$ cat src/rtl/sram_axi_bridge_if.sv
// AXI3 master-port bundle between the SRAM-to-AXI bridge and the interconnect.
// Every channel follows one rule: a beat transfers on a rising edge where valid
// and ready are both high, and valid never waits on ready before asserting.
interface sram_axi_bridge_if #(
   parameter int ID_W = 4
);
   logic [ID_W-1:0] arid;
   logic [31:0]     araddr;
   logic [7:0]      arlen;
   logic [2:0]      arsize;
   logic [1:0]      arburst;
   logic [1:0]      arlock;
   logic [3:0]      arcache;
   logic [2:0]      arprot;
   logic            arvalid;
   logic            arready;

   logic [ID_W-1:0] rid;
   logic [31:0]     rdata;
   logic [1:0]      rresp;
   logic            rlast;
   logic            rvalid;
   logic            rready;

   logic [ID_W-1:0] awid;
   logic [31:0]     awaddr;
   logic [7:0]      awlen;
   logic [2:0]      awsize;
   logic [1:0]      awburst;
   logic [1:0]      awlock;
   logic [3:0]      awcache;
   logic [2:0]      awprot;
   logic            awvalid;
   logic            awready;

   logic [ID_W-1:0] wid;
   logic [31:0]     wdata;
   logic [3:0]      wstrb;
   logic            wlast;
   logic            wvalid;
   logic            wready;

   logic [ID_W-1:0] bid;
   logic [1:0]      bresp;
   logic            bvalid;
   logic            bready;

   modport master (
      output arid, araddr, arlen, arsize, arburst, arlock, arcache, arprot, arvalid,
      input  arready,
      input  rid, rdata, rresp, rlast, rvalid,
      output rready,
      output awid, awaddr, awlen, awsize, awburst, awlock, awcache, awprot, awvalid,
      input  awready,
      output wid, wdata, wstrb, wlast, wvalid,
      input  wready,
      input  bid, bresp, bvalid,
      output bready
   );

   modport slave (
      input  arid, araddr, arlen, arsize, arburst, arlock, arcache, arprot, arvalid,
      output arready,
      output rid, rdata, rresp, rlast, rvalid,
      input  rready,
      input  awid, awaddr, awlen, awsize, awburst, awlock, awcache, awprot, awvalid,
      output awready,
      input  wid, wdata, wstrb, wlast, wvalid,
      output wready,
      output bid, bresp, bvalid,
      input  bready
   );
endinterface

$ cat src/rtl/sram_axi_bridge.sv
// Bridges the core's inst/data SRAM-like ports onto one AXI3 master port with
// one read and one write outstanding; FSM states are exported for observation.
module sram_axi_bridge #(
   parameter int ID_W    = 4,
   parameter int INST_ID = 0,
   parameter int DATA_ID = 1
) (
   input  logic        clk,
   input  logic        resetn,
   input  logic        inst_sram_req,
   input  logic        inst_sram_wr,
   input  logic [1:0]  inst_sram_size,
   input  logic [3:0]  inst_sram_wstrb,
   input  logic [31:0] inst_sram_addr,
   input  logic [31:0] inst_sram_wdata,
   output logic        inst_sram_addr_ok,
   output logic        inst_sram_data_ok,
   output logic [31:0] inst_sram_rdata,
   input  logic        data_sram_req,
   input  logic        data_sram_wr,
   input  logic [1:0]  data_sram_size,
   input  logic [3:0]  data_sram_wstrb,
   input  logic [31:0] data_sram_addr,
   input  logic [31:0] data_sram_wdata,
   output logic        data_sram_addr_ok,
   output logic        data_sram_data_ok,
   output logic [31:0] data_sram_rdata,
   sram_axi_bridge_if.master axi,
   output logic [1:0]  r_state_dbg,
   output logic [1:0]  w_state_dbg
);
   typedef enum logic [1:0] {R_IDLE = 2'd0, R_AR = 2'd1, R_WAIT = 2'd2} r_state_t;
   typedef enum logic [1:0] {W_IDLE = 2'd0, W_SEND = 2'd1, W_B = 2'd2} w_state_t;

   r_state_t    r_state, r_next;
   w_state_t    w_state, w_next;
   logic [31:0] rd_addr, wr_addr, wr_data;
   logic [2:0]  rd_size, wr_size;
   logic [3:0]  wr_strb;
   logic        rd_owner;
   logic        aw_done, w_done;
   logic        r_busy, w_busy, data_busy, haz_d, haz_i;
   logic        d_rd_acc, d_wr_acc, i_acc;
   logic        aw_valid, w_valid, aw_fire, w_fire, r_fire, b_fire;

   // rd_owner is 1 when the in-flight read belongs to the data port.
   assign r_busy    = (r_state != R_IDLE);
   assign w_busy    = (w_state != W_IDLE);
   assign data_busy = (r_busy && rd_owner) || w_busy;
   assign haz_d     = w_busy && (wr_addr[31:2] == data_sram_addr[31:2]);
   assign haz_i     = w_busy && (wr_addr[31:2] == inst_sram_addr[31:2]);

   assign d_rd_acc = resetn && data_sram_req && !data_sram_wr && !r_busy && !data_busy && !haz_d;
   assign d_wr_acc = resetn && data_sram_req && data_sram_wr && !w_busy && !data_busy
                     && !(r_busy && (rd_addr[31:2] == data_sram_addr[31:2]));
   assign i_acc    = resetn && inst_sram_req && !r_busy && !d_rd_acc && !haz_i;

   assign aw_valid = (w_state == W_SEND) && !aw_done;
   assign w_valid  = (w_state == W_SEND) && !w_done;
   assign aw_fire  = aw_valid && axi.awready;
   assign w_fire   = w_valid && axi.wready;
   assign r_fire   = (r_state == R_WAIT) && axi.rvalid;
   assign b_fire   = (w_state == W_B) && axi.bvalid;

   always_comb begin
      r_next = r_state;
      case (r_state)
         R_IDLE:  if (d_rd_acc || i_acc) r_next = R_AR;
         R_AR:    if (axi.arready) r_next = R_WAIT;
         R_WAIT:  if (axi.rvalid) r_next = R_IDLE;
         default: r_next = R_IDLE;
      endcase
   end

   always_comb begin
      w_next = w_state;
      case (w_state)
         W_IDLE:  if (d_wr_acc) w_next = W_SEND;
         W_SEND:  if ((aw_done || aw_fire) && (w_done || w_fire)) w_next = W_B;
         W_B:     if (axi.bvalid) w_next = W_IDLE;
         default: w_next = W_IDLE;
      endcase
   end

   always_ff @(posedge clk or negedge resetn) begin
      if (!resetn) begin
         r_state  <= R_IDLE;
         w_state  <= W_IDLE;
         rd_addr  <= '0;
         rd_size  <= '0;
         rd_owner <= 1'b0;
         wr_addr  <= '0;
         wr_size  <= '0;
         wr_data  <= '0;
         wr_strb  <= '0;
         aw_done  <= 1'b0;
         w_done   <= 1'b0;
      end else begin
         r_state <= r_next;
         w_state <= w_next;
         if (d_rd_acc) begin
            rd_addr  <= data_sram_addr;
            rd_size  <= {1'b0, data_sram_size};
            rd_owner <= 1'b1;
         end else if (i_acc) begin
            rd_addr  <= inst_sram_addr;
            rd_size  <= {1'b0, inst_sram_size};
            rd_owner <= 1'b0;
         end
         if (d_wr_acc) begin
            wr_addr <= data_sram_addr;
            wr_size <= {1'b0, data_sram_size};
            wr_data <= data_sram_wdata;
            wr_strb <= data_sram_wstrb;
            aw_done <= 1'b0;
            w_done  <= 1'b0;
         end else begin
            if (aw_fire) aw_done <= 1'b1;
            if (w_fire)  w_done  <= 1'b1;
         end
      end
   end

   assign inst_sram_addr_ok = i_acc;
   assign data_sram_addr_ok = d_rd_acc || d_wr_acc;
   assign inst_sram_data_ok = r_fire && !rd_owner;
   assign data_sram_data_ok = (r_fire && rd_owner) || b_fire;
   assign inst_sram_rdata   = (r_fire && !rd_owner) ? axi.rdata : 32'h0;
   assign data_sram_rdata   = (r_fire && rd_owner) ? axi.rdata : 32'h0;

   assign axi.arid    = rd_owner ? ID_W'(DATA_ID) : ID_W'(INST_ID);
   assign axi.araddr  = rd_addr;
   assign axi.arsize  = rd_size;
   assign axi.arlen   = 8'd0;
   assign axi.arburst = 2'b01;
   assign axi.arlock  = 2'b00;
   assign axi.arcache = 4'b0000;
   assign axi.arprot  = 3'b000;
   assign axi.arvalid = (r_state == R_AR);
   assign axi.rready  = (r_state == R_WAIT);

   assign axi.awid    = ID_W'(DATA_ID);
   assign axi.awaddr  = wr_addr;
   assign axi.awsize  = wr_size;
   assign axi.awlen   = 8'd0;
   assign axi.awburst = 2'b01;
   assign axi.awlock  = 2'b00;
   assign axi.awcache = 4'b0000;
   assign axi.awprot  = 3'b000;
   assign axi.awvalid = aw_valid;
   assign axi.wid     = ID_W'(DATA_ID);
   assign axi.wdata   = wr_data;
   assign axi.wstrb   = wr_strb;
   assign axi.wlast   = 1'b1;
   assign axi.wvalid  = w_valid;
   assign axi.bready  = (w_state == W_B);

   assign r_state_dbg = r_state;
   assign w_state_dbg = w_state;

   // Response IDs/status and the inst write fields carry no meaning for this bridge.
   logic unused_bits;
   assign unused_bits = ^{inst_sram_wr, inst_sram_wstrb, inst_sram_wdata,
                          axi.rid, axi.rresp, axi.rlast, axi.bid, axi.bresp};
endmodule

$ cat src/flat_wrapper.sv
// flat-port wrapper written by rule: the top's interface ports become plain ports
module sram_axi_bridge_flat 
#(
   parameter int ID_W    = 4,
   parameter int INST_ID = 0,
   parameter int DATA_ID = 1
)
  (clk, resetn, inst_sram_req, inst_sram_wr, inst_sram_size, inst_sram_wstrb, inst_sram_addr, inst_sram_wdata, inst_sram_addr_ok, inst_sram_data_ok, inst_sram_rdata, data_sram_req, data_sram_wr, data_sram_size, data_sram_wstrb, data_sram_addr, data_sram_wdata, data_sram_addr_ok, data_sram_data_ok, data_sram_rdata, r_state_dbg, w_state_dbg, axi_arid, axi_araddr, axi_arlen, axi_arsize, axi_arburst, axi_arlock, axi_arcache, axi_arprot, axi_arvalid, axi_arready, axi_rid, axi_rdata, axi_rresp, axi_rlast, axi_rvalid, axi_rready, axi_awid, axi_awaddr, axi_awlen, axi_awsize, axi_awburst, axi_awlock, axi_awcache, axi_awprot, axi_awvalid, axi_awready, axi_wid, axi_wdata, axi_wstrb, axi_wlast, axi_wvalid, axi_wready, axi_bid, axi_bresp, axi_bvalid, axi_bready);
  sram_axi_bridge_if #(.ID_W(ID_W)) axi_i ();
  input  logic clk;
  input  logic resetn;
  input  logic inst_sram_req;
  input  logic inst_sram_wr;
  input  logic [1:0] inst_sram_size;
  input  logic [3:0] inst_sram_wstrb;
  input  logic [31:0] inst_sram_addr;
  input  logic [31:0] inst_sram_wdata;
  output logic inst_sram_addr_ok;
  output logic inst_sram_data_ok;
  output logic [31:0] inst_sram_rdata;
  input  logic data_sram_req;
  input  logic data_sram_wr;
  input  logic [1:0] data_sram_size;
  input  logic [3:0] data_sram_wstrb;
  input  logic [31:0] data_sram_addr;
  input  logic [31:0] data_sram_wdata;
  output logic data_sram_addr_ok;
  output logic data_sram_data_ok;
  output logic [31:0] data_sram_rdata;
  output logic [1:0] r_state_dbg;
  output logic [1:0] w_state_dbg;
  output wire logic [$bits(axi_i.arid)-1:0] axi_arid;
  output wire logic [$bits(axi_i.araddr)-1:0] axi_araddr;
  output wire logic [$bits(axi_i.arlen)-1:0] axi_arlen;
  output wire logic [$bits(axi_i.arsize)-1:0] axi_arsize;
  output wire logic [$bits(axi_i.arburst)-1:0] axi_arburst;
  output wire logic [$bits(axi_i.arlock)-1:0] axi_arlock;
  output wire logic [$bits(axi_i.arcache)-1:0] axi_arcache;
  output wire logic [$bits(axi_i.arprot)-1:0] axi_arprot;
  output wire logic [$bits(axi_i.arvalid)-1:0] axi_arvalid;
  input wire logic [$bits(axi_i.arready)-1:0] axi_arready;
  input wire logic [$bits(axi_i.rid)-1:0] axi_rid;
  input wire logic [$bits(axi_i.rdata)-1:0] axi_rdata;
  input wire logic [$bits(axi_i.rresp)-1:0] axi_rresp;
  input wire logic [$bits(axi_i.rlast)-1:0] axi_rlast;
  input wire logic [$bits(axi_i.rvalid)-1:0] axi_rvalid;
  output wire logic [$bits(axi_i.rready)-1:0] axi_rready;
  output wire logic [$bits(axi_i.awid)-1:0] axi_awid;
  output wire logic [$bits(axi_i.awaddr)-1:0] axi_awaddr;
  output wire logic [$bits(axi_i.awlen)-1:0] axi_awlen;
  output wire logic [$bits(axi_i.awsize)-1:0] axi_awsize;
  output wire logic [$bits(axi_i.awburst)-1:0] axi_awburst;
  output wire logic [$bits(axi_i.awlock)-1:0] axi_awlock;
  output wire logic [$bits(axi_i.awcache)-1:0] axi_awcache;
  output wire logic [$bits(axi_i.awprot)-1:0] axi_awprot;
  output wire logic [$bits(axi_i.awvalid)-1:0] axi_awvalid;
  input wire logic [$bits(axi_i.awready)-1:0] axi_awready;
  output wire logic [$bits(axi_i.wid)-1:0] axi_wid;
  output wire logic [$bits(axi_i.wdata)-1:0] axi_wdata;
  output wire logic [$bits(axi_i.wstrb)-1:0] axi_wstrb;
  output wire logic [$bits(axi_i.wlast)-1:0] axi_wlast;
  output wire logic [$bits(axi_i.wvalid)-1:0] axi_wvalid;
  input wire logic [$bits(axi_i.wready)-1:0] axi_wready;
  input wire logic [$bits(axi_i.bid)-1:0] axi_bid;
  input wire logic [$bits(axi_i.bresp)-1:0] axi_bresp;
  input wire logic [$bits(axi_i.bvalid)-1:0] axi_bvalid;
  output wire logic [$bits(axi_i.bready)-1:0] axi_bready;
  assign axi_arid = axi_i.arid;
  assign axi_araddr = axi_i.araddr;
  assign axi_arlen = axi_i.arlen;
  assign axi_arsize = axi_i.arsize;
  assign axi_arburst = axi_i.arburst;
  assign axi_arlock = axi_i.arlock;
  assign axi_arcache = axi_i.arcache;
  assign axi_arprot = axi_i.arprot;
  assign axi_arvalid = axi_i.arvalid;
  assign axi_i.arready = axi_arready;
  assign axi_i.rid = axi_rid;
  assign axi_i.rdata = axi_rdata;
  assign axi_i.rresp = axi_rresp;
  assign axi_i.rlast = axi_rlast;
  assign axi_i.rvalid = axi_rvalid;
  assign axi_rready = axi_i.rready;
  assign axi_awid = axi_i.awid;
  assign axi_awaddr = axi_i.awaddr;
  assign axi_awlen = axi_i.awlen;
  assign axi_awsize = axi_i.awsize;
  assign axi_awburst = axi_i.awburst;
  assign axi_awlock = axi_i.awlock;
  assign axi_awcache = axi_i.awcache;
  assign axi_awprot = axi_i.awprot;
  assign axi_awvalid = axi_i.awvalid;
  assign axi_i.awready = axi_awready;
  assign axi_wid = axi_i.wid;
  assign axi_wdata = axi_i.wdata;
  assign axi_wstrb = axi_i.wstrb;
  assign axi_wlast = axi_i.wlast;
  assign axi_wvalid = axi_i.wvalid;
  assign axi_i.wready = axi_wready;
  assign axi_i.bid = axi_bid;
  assign axi_i.bresp = axi_bresp;
  assign axi_i.bvalid = axi_bvalid;
  assign axi_bready = axi_i.bready;
  sram_axi_bridge #(.ID_W(ID_W), .INST_ID(INST_ID), .DATA_ID(DATA_ID)) u_core (.clk(clk), .resetn(resetn), .inst_sram_req(inst_sram_req), .inst_sram_wr(inst_sram_wr), .inst_sram_size(inst_sram_size), .inst_sram_wstrb(inst_sram_wstrb), .inst_sram_addr(inst_sram_addr), .inst_sram_wdata(inst_sram_wdata), .inst_sram_addr_ok(inst_sram_addr_ok), .inst_sram_data_ok(inst_sram_data_ok), .inst_sram_rdata(inst_sram_rdata), .data_sram_req(data_sram_req), .data_sram_wr(data_sram_wr), .data_sram_size(data_sram_size), .data_sram_wstrb(data_sram_wstrb), .data_sram_addr(data_sram_addr), .data_sram_wdata(data_sram_wdata), .data_sram_addr_ok(data_sram_addr_ok), .data_sram_data_ok(data_sram_data_ok), .data_sram_rdata(data_sram_rdata), .axi(axi_i), .r_state_dbg(r_state_dbg), .w_state_dbg(w_state_dbg));
endmodule
$ cat config.mk
export PLATFORM = sky130hd
export DESIGN_NAME = sram_axi_bridge_flat
export DESIGN_NICKNAME = d
export VERILOG_FILES = /design/src/rtl/sram_axi_bridge_if.sv /design/src/rtl/sram_axi_bridge.sv /design/src/flat_wrapper.sv
export SDC_FILE = /design/constraint.sdc
export NUM_CORES = 1
export LEC_CHECK = 0
export BUFFER_PORTS_ARGS = -buffer_cell sky130_fd_sc_hd__buf_2
export CORE_MARGIN = 2
export CORE_UTILIZATION = 30
export CTS_BUF_LIST = sky130_fd_sc_hd__clkbuf_4
export DETAILED_ROUTE_END_ITERATION = 8
export SLEW_MARGIN = 5
export SYNTH_ARGS = -nofsm -noshare
export SYNTH_HDL_FRONTEND = slang
export SYNTH_SLANG_ARGS = --single-unit
$ cat constraint.sdc
create_clock -name clk -period 5.8 [get_ports clk]
set_input_delay 0.58 -clock clk [delete_from_list [all_inputs] [get_ports clk]]
set_output_delay 0.58 -clock clk [all_outputs]
set_load 0.01 [all_outputs]
; ---- Yosys cells after proc, flatten, opt, wreduce, memory -nomap -nowiden
; Cells that the tools add are included.
[totals]
regBits = 112
in_bits = 196
out_inout_bits = 234
word_cells = 97
[op_classes]
n_eq_ne = 13
muxes = 21
n_reduce_logical = 52
[op_table]
columns = op, count
row1 = $mux 32, 4
row2 = $eq 30x30->1, 3
row3 = $logic_and 1x1->1, 26
row4 = $mux 2, 6
row5 = $pmux 2 s3, 2
row6 = $logic_not 1->1, 11
row7 = $reduce_bool 2->1, 5
row8 = $mux 1, 7
row9 = $logic_or 1x1->1, 6
row10 = $mux 3, 2
row11 = $ne 2x1->1 const B, 3
row12 = $ne 2x2->1 const B, 3
row13 = $reduce_and 3->1, 2
row14 = $eq 2x1->1 const B, 2
row15 = $eq 2x2->1 const B, 2
row16 = $logic_not 2->1, 2

; ---- Logic depth before layout (Yosys ltp)
[depth]
word_depth = 12
ltp_mapped = 8
ltp_nobuf = 5

; ---- Worst setup path after synthesis
; Ideal clock, no wire load.
[synth_path]
path_type = input-to-output
startpoint = in data_sram_req
endpoint = out data_sram_addr_ok
arrival_ns = 1.846
required_time_ns = 5.220
path_slack_ns = 3.374
stages = 4
path_buffers = 1
path_cell_list = or3b_1 > nor4_4 > buf_2 > a211o_1
[synth_via]
elab_chain_len = 6
elab_cells_between_ends = 10
classes_between = reduce/logical (10)
[synth_lines]
columns = item, line
row1 = start: declaration, flat_wrapper.sv:21  ; input logic data_sram_req;
row2 = $logic_and 1x1->1 (*), "sram_axi_bridge.sv:53, sram_axi_bridge.sv:54"
row3 = $logic_and 1x1->1 (on tied branches) (3 in series), "sram_axi_bridge.sv:53, sram_axi_bridge.sv:54"
row4 = $logic_and 1x1->1 (on tied branches), "sram_axi_bridge.sv:53, sram_axi_bridge.sv:55"
row5 = $logic_or 1x1->1 (*), sram_axi_bridge.sv:125  ; assign data_sram_addr_ok = d_rd_acc || d_wr_acc;
row6 = end: declaration, flat_wrapper.sv:27  ; output logic data_sram_addr_ok;
; Mark *: on every way between the ends. The rest lies on a longest branch, timed or not.

; ---- Worst setup path in the final report
[layout_path]
startpoint = reg u_core.rd_owner
endpoint = out data_sram_rdata[3]
[layout_via]
elab_chain_len = 2
[layout_lines]
columns = item, line
row1 = start: declaration, sram_axi_bridge.sv:40  ; logic rd_owner;
row2 = start signal: assignment, sram_axi_bridge.sv:91  ; rd_owner <= 1'b0;
row3 = start signal: assignment, sram_axi_bridge.sv:104  ; rd_owner <= 1'b1;
row4 = start signal: assignment, sram_axi_bridge.sv:108  ; rd_owner <= 1'b0;
row5 = $logic_and 1x1->1, sram_axi_bridge.sv:129  ; assign data_sram_rdata = (r_fire && rd_owner) ? axi.rdata : 32'h0;
row6 = $mux 32, sram_axi_bridge.sv:129
row7 = end: declaration, flat_wrapper.sv:29  ; output logic [31:0] data_sram_rdata;
; No other way between the ends.

==> results.cfg <==
[logic_synthesis]
ys_ff_latch = 111
synth_edf_count = 0
syn_avg_cell_area_um2 = 7.91
ys_seq_area_frac = 0.315
yosysMostFrequentCell = nand3_1
yosysWarnings = 0
synth_top_cell_by_area = dfrtp_1
async_flop_share = 1.00
synth_top_area_frac = 0.315
ys.flop_type = dfrtp_1
syn_inst = 1116
synth_cell_types = 40
syn-cell-area_um2 = 8830
netlist_top_cells_area = dfrtp_1 (31%), nand3_1 (14%), nand4_1 (8.4%), o2111ai_1 (7.1%), and3_1 (5.0%)
netlist_top_cells_count = nand3_1 (247), nand4_1 (118), dfrtp_1 (111), clkbuf_1 (91)

[clocking]
htree_levels = 3
clk_path_buf_depth = 2
cts_root_buffer = clkbuf_4
cts_tree = done
post_cts_buffers = 0
clock-sinks = 111
clk_latency_ns = 0.54
cts_resized = 0
cts_buffers = 9
cts_hold_buf = 0
path_clk_slew_ns = 0.20

[grt]
grt_overflow = 0
first_global_vias = 9347
grt_start_max_net_pins = 82
grt_pass1_wl_mm = 59.3
grt_usage = 0.247
antenna_found_initial = 9

[power_and_ir_drop]
leakagePower_nw = 4.79
powerDensity_nw_per_um2 = 453
power_w = 0.00479
ir_drop_v = 0.000272

[detailed_routing]
routed_wl_mm = 39.9
num_vias = 10400
wire_per_inst_um = 22.9
dr.pass1.iters = 5
drc = 0
ant_nets = 0
dr.first_iter.drc_count = 1127
avgViaCountPerCell = 5.94

[run_status]
outcome = finished clean

[timing]
relSlewSlack = 0.277
fin_hold_ws_ns = 0.0126
fin_crit_sh = 0.643
maxSlewViolCount = 0
fin_worst_skew_ns = 0.0493
final-setup-viol-count = 0
max_freq_ghz = 0.268
hold_viol = 0
rsz0062_at_grt = no
setup_tns_ns = 0
worst_slew_pin_slew_ns = 1.08
min_period_ns = 3.73

[layout]
area_growth_pct = 19.7
drive_gt1_frac = 0.278
finish.instance_area_um2 = 10600
nNetsFinal = 1542
final_cells = 1743

[die]
die_y_um = 176
die_area_um2 = 30800
die_w_um = 176
ios = 430
core_um2 = 28900
rows = 62
initial_core_util = 0.306

[worst_setup_path]
cpLargestDelayFamily = simple AND/OR/NAND/NOR gates
crit_start = u_core.rd_owner$_DFFE_PN0P_
path_cells = buf_4 > inv_2 > nor2_2 > and2_1 > buf_2
path_max_fanout = 64
cp-end-kind = output port
crit_path_max_incr_delay_ns = 0.83
path_class = reg -> out
cp_num_buf_inv = 3
critPathSlowestCell = nor2_2
cp.required_ns = 5.22
r2r_start = u_core.axi.araddr[8]$_DFFE_PN0P_
crit_path_start_kind = register
critPathArrivalTime_ns = 3.15

[placement]
gp_congestion = 0.875
dp_cells = 1719
place_area_um2 = 10400
post-dp-hpwl_mm = 26.1
io_buffers = 327

[run]
maxCapViolations = 0

[worst_hold_path]
hold_class = in -> async
## kinds of logic after synthesis
family / Yosys count / synth area share
compound gates: 154 / 0.142
buf+inv: 183 / 0.107
other cells: 2 / 0.000850
simple gates: 606 / 0.377
flops: 111 / 0.315
xor+xnor: 60 / 0.0595
## sequential cells by signal (all words and copies together), names as in the netlist
name	flops
u_core.r_state_dbg	2
u_core.axi.wstrb	4
u_core.aw_done	1
u_core.axi.awsize	2
u_core.axi.arsize	2
u_core.axi.wdata	32
u_core.axi.awaddr	32
u_core.w_state_dbg	2
u_core.rd_owner	1
u_core.axi.araddr	32
u_core.w_done	1
## where the power goes
group	total, W	switching [W]	leakage [nW]	internal, W
Sequential	0.00162	0.000484	1.26	0.00113
Combinational	0.00275	0.00177	3.46	0.000986
Clock	0.000425	0.000327	0.0693	0.0000972
## metal layers
| layer | wire length [um] | GRT usage |
|---|---|---|
| met1 | 16300 | 0.339 |
| met2 | 18900 | 0.390 |
| met3 | 3400 | 0.0385 |
| met4 | 1340 | 0.0992 |
| met5 | 13 | 0 |
## worst paths after layout
kind                       slack [ns]                                end  cells after the start
max                              2.07                 data_sram_rdata[3]                      5
min                              0.01   u_core.axi.wdata[28]$_DFFE_PN0P_                      1
max reg2reg                      2.62   u_core.axi.wdata[27]$_DFFE_PN0P_                      6
min reg2reg                      0.58   u_core.axi.araddr[1]$_DFFE_PN0P_                      2
max in group asynchronous        4.52  u_core.axi.awaddr[23]$_DFFE_PN0P_                      2
min in group clk                 0.28  u_core.r_state_dbg[1]$_DFFE_PN0P_                      2
## per-stage QoR
| stage | util | setup slack [ns] |
|---|---|---|
| finish | 0.366 | 2.07 |
| global route | 0.366 | 1.80 |
| CTS | 0.366 | 2.01 |
| detailed placement | 0.361 | 2.34 |
| global placement | 0.361 | 2.36 |
| floorplan | - | 3.37 |
## cell usage in the layout, fill, tap and decap left out, drive strengths merged, types with 12 or more instances in the layout
master   instances
conb            52
buf            347
nor4            12
xor2            30
and2            64
o211ai          34
nand4          118
and3            71
a22oi           34
o2111ai         72
nand2           72
nand3          247
xnor2           30
dfrtp          111
## cell type report
| class | count | area [um2] |
|---|---|---|
| antenna | 8 | 20.0 |
| clock buffer | 9 | 67.6 |
| clock inverter | 7 | 65.1 |
| fill | 3084 | 18300 |
| inverter | 5 | 18.8 |
| multi-input combinational | 872 | 5350 |
| sequential | 111 | 2780 |
| tap | 384 | 480 |
| timing repair buffer | 347 | 1790 |
Power figures use the tool's default switching activity.
